<file path="src/rtl/pcie_trans_tx.sv">
// pcie_trans_tx: merges two buffered source ports into one output stream.
// A round-robin arbiter with a burst limit drains the two port FIFOs.
module pcie_trans_tx_fifo #(
    parameter int W = 6,
    parameter int L = 4
) (
    input  logic                     clk,
    input  logic                     reset,
    input  logic [W-1:0]             data,
    input  logic                     push,
    input  logic                     pop,
    output logic [W-1:0]             head,
    output logic [$clog2(L+1)-1:0]   count,
    output logic                     wr_error
);
    localparam int PW = (L > 1) ? $clog2(L) : 1;
    localparam int CW = $clog2(L + 1);
    localparam logic [PW-1:0] LAST = PW'(L - 1);
    localparam logic [CW-1:0] FULL = CW'(L);

    logic [W-1:0]  mem [L];
    logic [PW-1:0] wr_ptr;
    logic [PW-1:0] rd_ptr;
    logic          full;
    logic          wr;

    assign full = (count == FULL);
    assign wr   = push && !full;
    assign head = mem[rd_ptr];

    always_ff @(posedge clk) begin
        if (wr) mem[wr_ptr] <= data;
    end

    always_ff @(posedge clk or negedge reset) begin
        if (!reset) begin
            wr_ptr   <= '0;
            rd_ptr   <= '0;
            count    <= '0;
            wr_error <= 1'b0;
        end else begin
            if (wr) wr_ptr <= (wr_ptr == LAST) ? '0 : wr_ptr + PW'(1);
            if (pop) rd_ptr <= (rd_ptr == LAST) ? '0 : rd_ptr + PW'(1);
            count <= count + CW'(wr) - CW'(pop);
            // a push into a full FIFO is an error even if a pop frees space
            if (push && full) wr_error <= 1'b1;
        end
    end
endmodule

module pcie_trans_tx #(
    parameter int BITNUMBER = 6,
    parameter int LENGTH    = 4,
    parameter int BURST     = 2
) (
    input  logic                 clk,
    input  logic                 reset,
    input  logic [BITNUMBER-1:0] data_in0,
    input  logic                 push0,
    input  logic [BITNUMBER-1:0] data_in1,
    input  logic                 push1,
    input  logic                 tx_pause,
    output logic [BITNUMBER-1:0] data_out,
    output logic                 valid_out,
    output logic                 pause0,
    output logic                 pause1,
    output logic                 wr_error0,
    output logic                 wr_error1
);
    localparam int CW = $clog2(LENGTH + 1);
    localparam int BW = $clog2(BURST + 2);
    localparam logic [CW-1:0] ALMOST = CW'(LENGTH - 1);
    localparam logic [BW-1:0] BLIM   = BW'(BURST);

    typedef enum logic [1:0] {IDLE, SERVE0, SERVE1} state_t;

    state_t               state;
    logic [BW-1:0]        burst_cnt;
    logic [BW-1:0]        cnt_inc;
    logic                 last_grant;
    logic [BITNUMBER-1:0] head0;
    logic [BITNUMBER-1:0] head1;
    logic [CW-1:0]        count0;
    logic [CW-1:0]        count1;
    logic                 ne0;
    logic                 ne1;
    logic                 pop0;
    logic                 pop1;

    pcie_trans_tx_fifo #(.W(BITNUMBER), .L(LENGTH)) u_fifo0 (
        .clk(clk), .reset(reset), .data(data_in0), .push(push0),
        .pop(pop0), .head(head0), .count(count0), .wr_error(wr_error0)
    );

    pcie_trans_tx_fifo #(.W(BITNUMBER), .L(LENGTH)) u_fifo1 (
        .clk(clk), .reset(reset), .data(data_in1), .push(push1),
        .pop(pop1), .head(head1), .count(count1), .wr_error(wr_error1)
    );

    assign ne0     = (count0 != '0);
    assign ne1     = (count1 != '0);
    assign pause0  = (count0 >= ALMOST);
    assign pause1  = (count1 >= ALMOST);
    assign cnt_inc = burst_cnt + BW'(1);

    always_comb begin
        pop0 = 1'b0;
        pop1 = 1'b0;
        if (!tx_pause) begin
            unique case (state)
                IDLE: begin
                    if (ne0 && ne1) begin
                        pop0 = last_grant;
                        pop1 = !last_grant;
                    end else begin
                        pop0 = ne0;
                        pop1 = ne1;
                    end
                end
                SERVE0:  pop0 = ne0;
                SERVE1:  pop1 = ne1;
                default: ;
            endcase
        end
    end

    always_ff @(posedge clk or negedge reset) begin
        if (!reset) begin
            state      <= IDLE;
            burst_cnt  <= '0;
            last_grant <= 1'b1;
            data_out   <= '0;
            valid_out  <= 1'b0;
        end else begin
            valid_out <= pop0 || pop1;
            if (pop0) data_out <= head0;
            else if (pop1) data_out <= head1;
            if (pop0 || pop1) last_grant <= pop1;
            unique case (state)
                IDLE: begin
                    if (pop0 || pop1) begin
                        state     <= pop0 ? SERVE0 : SERVE1;
                        burst_cnt <= BW'(1);
                    end
                end
                SERVE0: begin
                    if (!tx_pause) begin
                        if (ne0) begin
                            if (cnt_inc >= BLIM) begin
                                burst_cnt <= '0;
                                if (ne1) state <= SERVE1;
                            end else begin
                                burst_cnt <= cnt_inc;
                            end
                        end else begin
                            burst_cnt <= '0;
                            state     <= ne1 ? SERVE1 : IDLE;
                        end
                    end
                end
                SERVE1: begin
                    if (!tx_pause) begin
                        if (ne1) begin
                            if (cnt_inc >= BLIM) begin
                                burst_cnt <= '0;
                                if (ne0) state <= SERVE0;
                            end else begin
                                burst_cnt <= cnt_inc;
                            end
                        end else begin
                            burst_cnt <= '0;
                            state     <= ne0 ? SERVE0 : IDLE;
                        end
                    end
                end
                default: state <= IDLE;
            endcase
        end
    end
endmodule
</file>
<file path="config.mk">
export PLATFORM = sky130hd
export DESIGN_NAME = pcie_trans_tx
export DESIGN_NICKNAME = d
export VERILOG_FILES = /design/src/rtl/pcie_trans_tx.sv
export SDC_FILE = /design/constraint.sdc
export NUM_CORES = 1
export LEC_CHECK = 0
export BUFFER_PORTS_ARGS = -buffer_cell sky130_fd_sc_hd__buf_2
export CAP_MARGIN = 40
export CORE_ASPECT_RATIO = 1.5
export CORE_MARGIN = 10
export CORE_UTILIZATION = 31
export CTS_CLUSTER_DIAMETER = 200
export DETAILED_ROUTE_END_ITERATION = 10
export PLACE_DENSITY = 0.46
export SLEW_MARGIN = 20
export SYNTH_ARGS = -nofsm -noshare
export SYNTH_HDL_FRONTEND = slang
export SYNTH_SLANG_ARGS = --single-unit
</file>
<file path="constraint.sdc">
create_clock -name clk -period 2.6 [get_ports clk]
set_clock_uncertainty 0.05 [all_clocks]
set_input_delay 0.39 -clock clk [delete_from_list [all_inputs] [get_ports clk]]
set_output_delay 0.39 -clock clk [all_outputs]
set_load 0.03 [all_outputs]
</file>
==> impl_metrics.tcl <==
set metrics [dict create \
    status "finished clean" \
    grt_pass1_wl_mm 10.6 \
    synth_largest_area_cell "edfxtp_1" \
    synth_top_family_by_area "multiplexers" \
    timing.setup.critical_path_class "flop to flop" \
    ys_async_sr_fraction_pct 36.8 \
    vias_per_cell 4.50 \
    post_synthesis_instance_area_mm2 0.00339 \
    count_of_maximum_capacitance_violations 0 \
    ant_nets 0 \
    synth_top_cells_by_area "edfxtp_1 (43%), dfrtp_1 (20%), mux4_2 (8.0%)" \
    cts.path.max_buffers 2 \
    min_path_type "primary input to async pin" \
    clock_sink_count 76 \
    unrepaired_setup_endpoints_after_global_routing "no" \
    port_buffers 27 \
    initial_detailed_routing_violation_count 52 \
    worstPathMaxFanout 5 \
    timing.final.hold_violations 0 \
    ctsHoldBuffers 0 \
    cts.clk_slew.worst_paths_ns 0.05 \
    antenna_cells 0 \
    rows 46 \
    pre_cts_ws_ns 0.424 \
    initial_utilization_pct 31.8 \
    remaining_drc_errors 0 \
    vias 1823 \
    worst_path_most_repeated_cell "ha_1" \
    syn_to_final_growth_pct 16.2 \
    cp-start-kind "flop" \
    vias_in_the_first_global_route 2046 \
    tritoncts "yes" \
    yosysTopAreaCellShare_pct 42.6 \
    gr_overflow_total 0 \
    synth_most_common_cell "edfxtp_1" \
    fin_nets 296 \
    slowest_stage_cell_on_the_critical_path "dfrtp_1" \
    drt-total-wl_mm 6.36 \
    worstPathBufferInverterCount 2 \
    synthDistinctLibCells 40 \
    clock_tree_root "clkbuf_16" \
    finalSetupViolations 0 \
    pnr_worst_setup_slack_ns 0.426 \
    core_mm2 0.0106 \
    post_synthesis_register_bit_count 76 \
    leakage_nw 1.55 \
    area_of_the_die_mm2 0.0156 \
    worstPathCellList "inv_1 -> ha_1 -> a21oi_1 -> nor3_2 -> ha_1 -> inv_1 -> ha_1 -> fa_1 -> xor2_1" \
    ioPinCount 28 \
    worst_vdd_rail_ir_drop_mv 0.364 \
    grt_start_max_net_pins 29 \
    synth_edf_count 48 \
    gp_congestion 0.774 \
    power_per_cell_area_mw_per_mm2 1210 \
    hold-worst-slack_ns 0.0559 \
    crit_arrival_ns 2.34 \
    post_synth_xor_area_fraction_pct 0.517 \
    synth_area_in_compound_gates_pct 5.32 \
    synth_simple_gate_area_share_pct 8.02 \
    cells_resized_by_post_cts_repair 0 \
    wl_per_cell_um 15.7 \
    slew_violations 0 \
    period_needed_ns 2.17 \
    dieHeight_um 148 \
    synthMuxAreaShare_pct 11.8 \
    tightestPinTransition_ns 0.689 \
    yosysWarnings 0 \
    synth_commonest_cells "edfxtp_1 (48), dfrtp_1 (27), ha_1 (20)" \
    cts_buffers 9 \
    achievable-frequency_mhz 460 \
    syn-num-nets 262 \
    hpwl_mm 4.60 \
    drive_gt1_share_pct 23.8 \
    htree_num_levels 3 \
    ys_dominant_reg_cell "edfxtp_1" \
    filler_cell_count 1040 \
    cp_slowest_stage_delay_ns 0.39 \
    timing.slew.headroom_pct 54.1 \
    synth_fa_ha_area_share_pct 8.57 \
    postCtsSetupBuffers 0 \
    setup-tns-final_ns 0 \
    yosysSeqAreaShare_pct 63.3 \
    grt_antenna_before_repair 0 \
    die-width_um 105 \
    timing.critical_path.to_type "flop" \
    first_pass_iters 4 \
    clkLatencyLatePin_ns 0.32 \
    mean_area_per_synthesized_cell_um2 15.2 \
    min_period_over_period_pct 83.6 \
    worstPathRequired_ns 2.76 \
    global_route.usage.total_pct 8.90 \
    path_delay_family "adder cells" \
    synthCells 223 \
]
[area by class of cell]
| cell class | instances | area (um^2) | share of cell area, % |
|---|---|---|---|
| Sequential cell | 76 | 2140 | 54.5 |
| Multi-Input combinational cell | 126 | 1160 | 29.4 |
| Clock buffer | 14 | 244 | 6.20 |
| Tap cell | 144 | 180 | 4.58 |
| Timing Repair Buffer | 29 | 150 | 3.82 |
| Inverter | 15 | 56.3 | 1.43 |
| Clock inverter | 1 | 3.75 | 0.0954 |
[where the power goes]
| group | switching, mW | internal, mW |
|---|---|---|
| clock network | 0.425 | 0.639 |
| logic | 0.944 | 0.765 |
| registers | 0.311 | 1.68 |
| total | 1.68 | 3.09 |
[state kept, by name, summed over array words and instances, names as in the netlist]
signal / flops
u_fifo1.mem: 24
u_fifo1.wr_error: 1
state: 2
u_fifo0.wr_ptr: 2
valid_out: 1
data_out: 6
u_fifo1.rd_ptr: 2
u_fifo0.count: 3
last_grant: 1
u_fifo1.wr_ptr: 2
u_fifo1.count: 3
u_fifo0.mem: 24
u_fifo0.rd_ptr: 2
burst_cnt: 2
u_fifo0.wr_error: 1
[layer usage]
metal | up-vias | track usage (%) | routed length, um | part of all wire [%]
met1 | 906 | 9.60 | 2640 | 42
met2 | 27 | 15.2 | 3390 | 53
met5 | - | 0 | 0 | 0
met4 | 0 | 4.13 | 99 | 1.6
met3 | 7 | 3.09 | 228 | 3.6
li1 | 883 | - | - | -
[layout by cell type, fill, tap and decap left out, types with 2 or more instances in the layout]
cell type and instances:
fa_1 2, buf_4 2, xor2_1 2, edfxtp_1 48, nor3_2 2, a31o_2 2, mux2_1 4, mux4_2 12
mux2i_1 6, inv_1 15, clkbuf_16 9, and2_1 9, o21ai_0 7, nand2_1 12, buf_2 27, dfrtp_1 27
nor3_1 2, nor2_1 14, mux2_2 2, nand2b_1 2, a21oi_1 8, ha_1 20, or3_1 2, clkbuf_1 5
a21boi_1 2, a21o_1 3
[path summary, 6_finish.rpt]
check	startpoint	end	slack (ns)	cells after the start
worst min-delay path	reset	burst_cnt[0]$_DFFE_PN0P_	0.06	1
max in group asynchronous	reset	u_fifo1.wr_ptr[1]$_DFFE_PN0P_	1.99	1
min in group clk	data_in1[5]	u_fifo1.mem[2][5]$_DFFE_PP_	0.23	1
worst min register to register	u_fifo0.wr_error$_DFFE_PN0P_	u_fifo0.wr_error$_DFFE_PN0P_	0.42	1
worst max-delay path	state[0]$_DFFE_PN0P_	u_fifo1.count[2]$_DFF_PN0_	0.43	9
worst max register to register	state[0]$_DFFE_PN0P_	u_fifo1.count[2]$_DFF_PN0_	0.43	9
[kinds of logic after synthesis]
group | after synthesis
AOI/OAI and AO/OA | 28
xor gates and xnor gates | 2
adders and majority gates | 22
buffers and inverters | 21
DFF | 76
muxes | 24
and+or+nand+nor | 50
[metrics by stage]
step | area [um^2] | power (mW) | utilization, % | instances
finish | 3940 | 4.77 | 37.0 | 405
global route | 3940 | 5.18 | 37.0 | 405
CTS | 3940 | 4.89 | 37.0 | 405
detailed placement | 3690 | 3.80 | 34.6 | 390
global placement | 3690 | 3.78 | 34.6 | 390
floorplan | 3390 | 3.28 | - | 223
No activity file was read; power rests on OpenSTA's default activity.
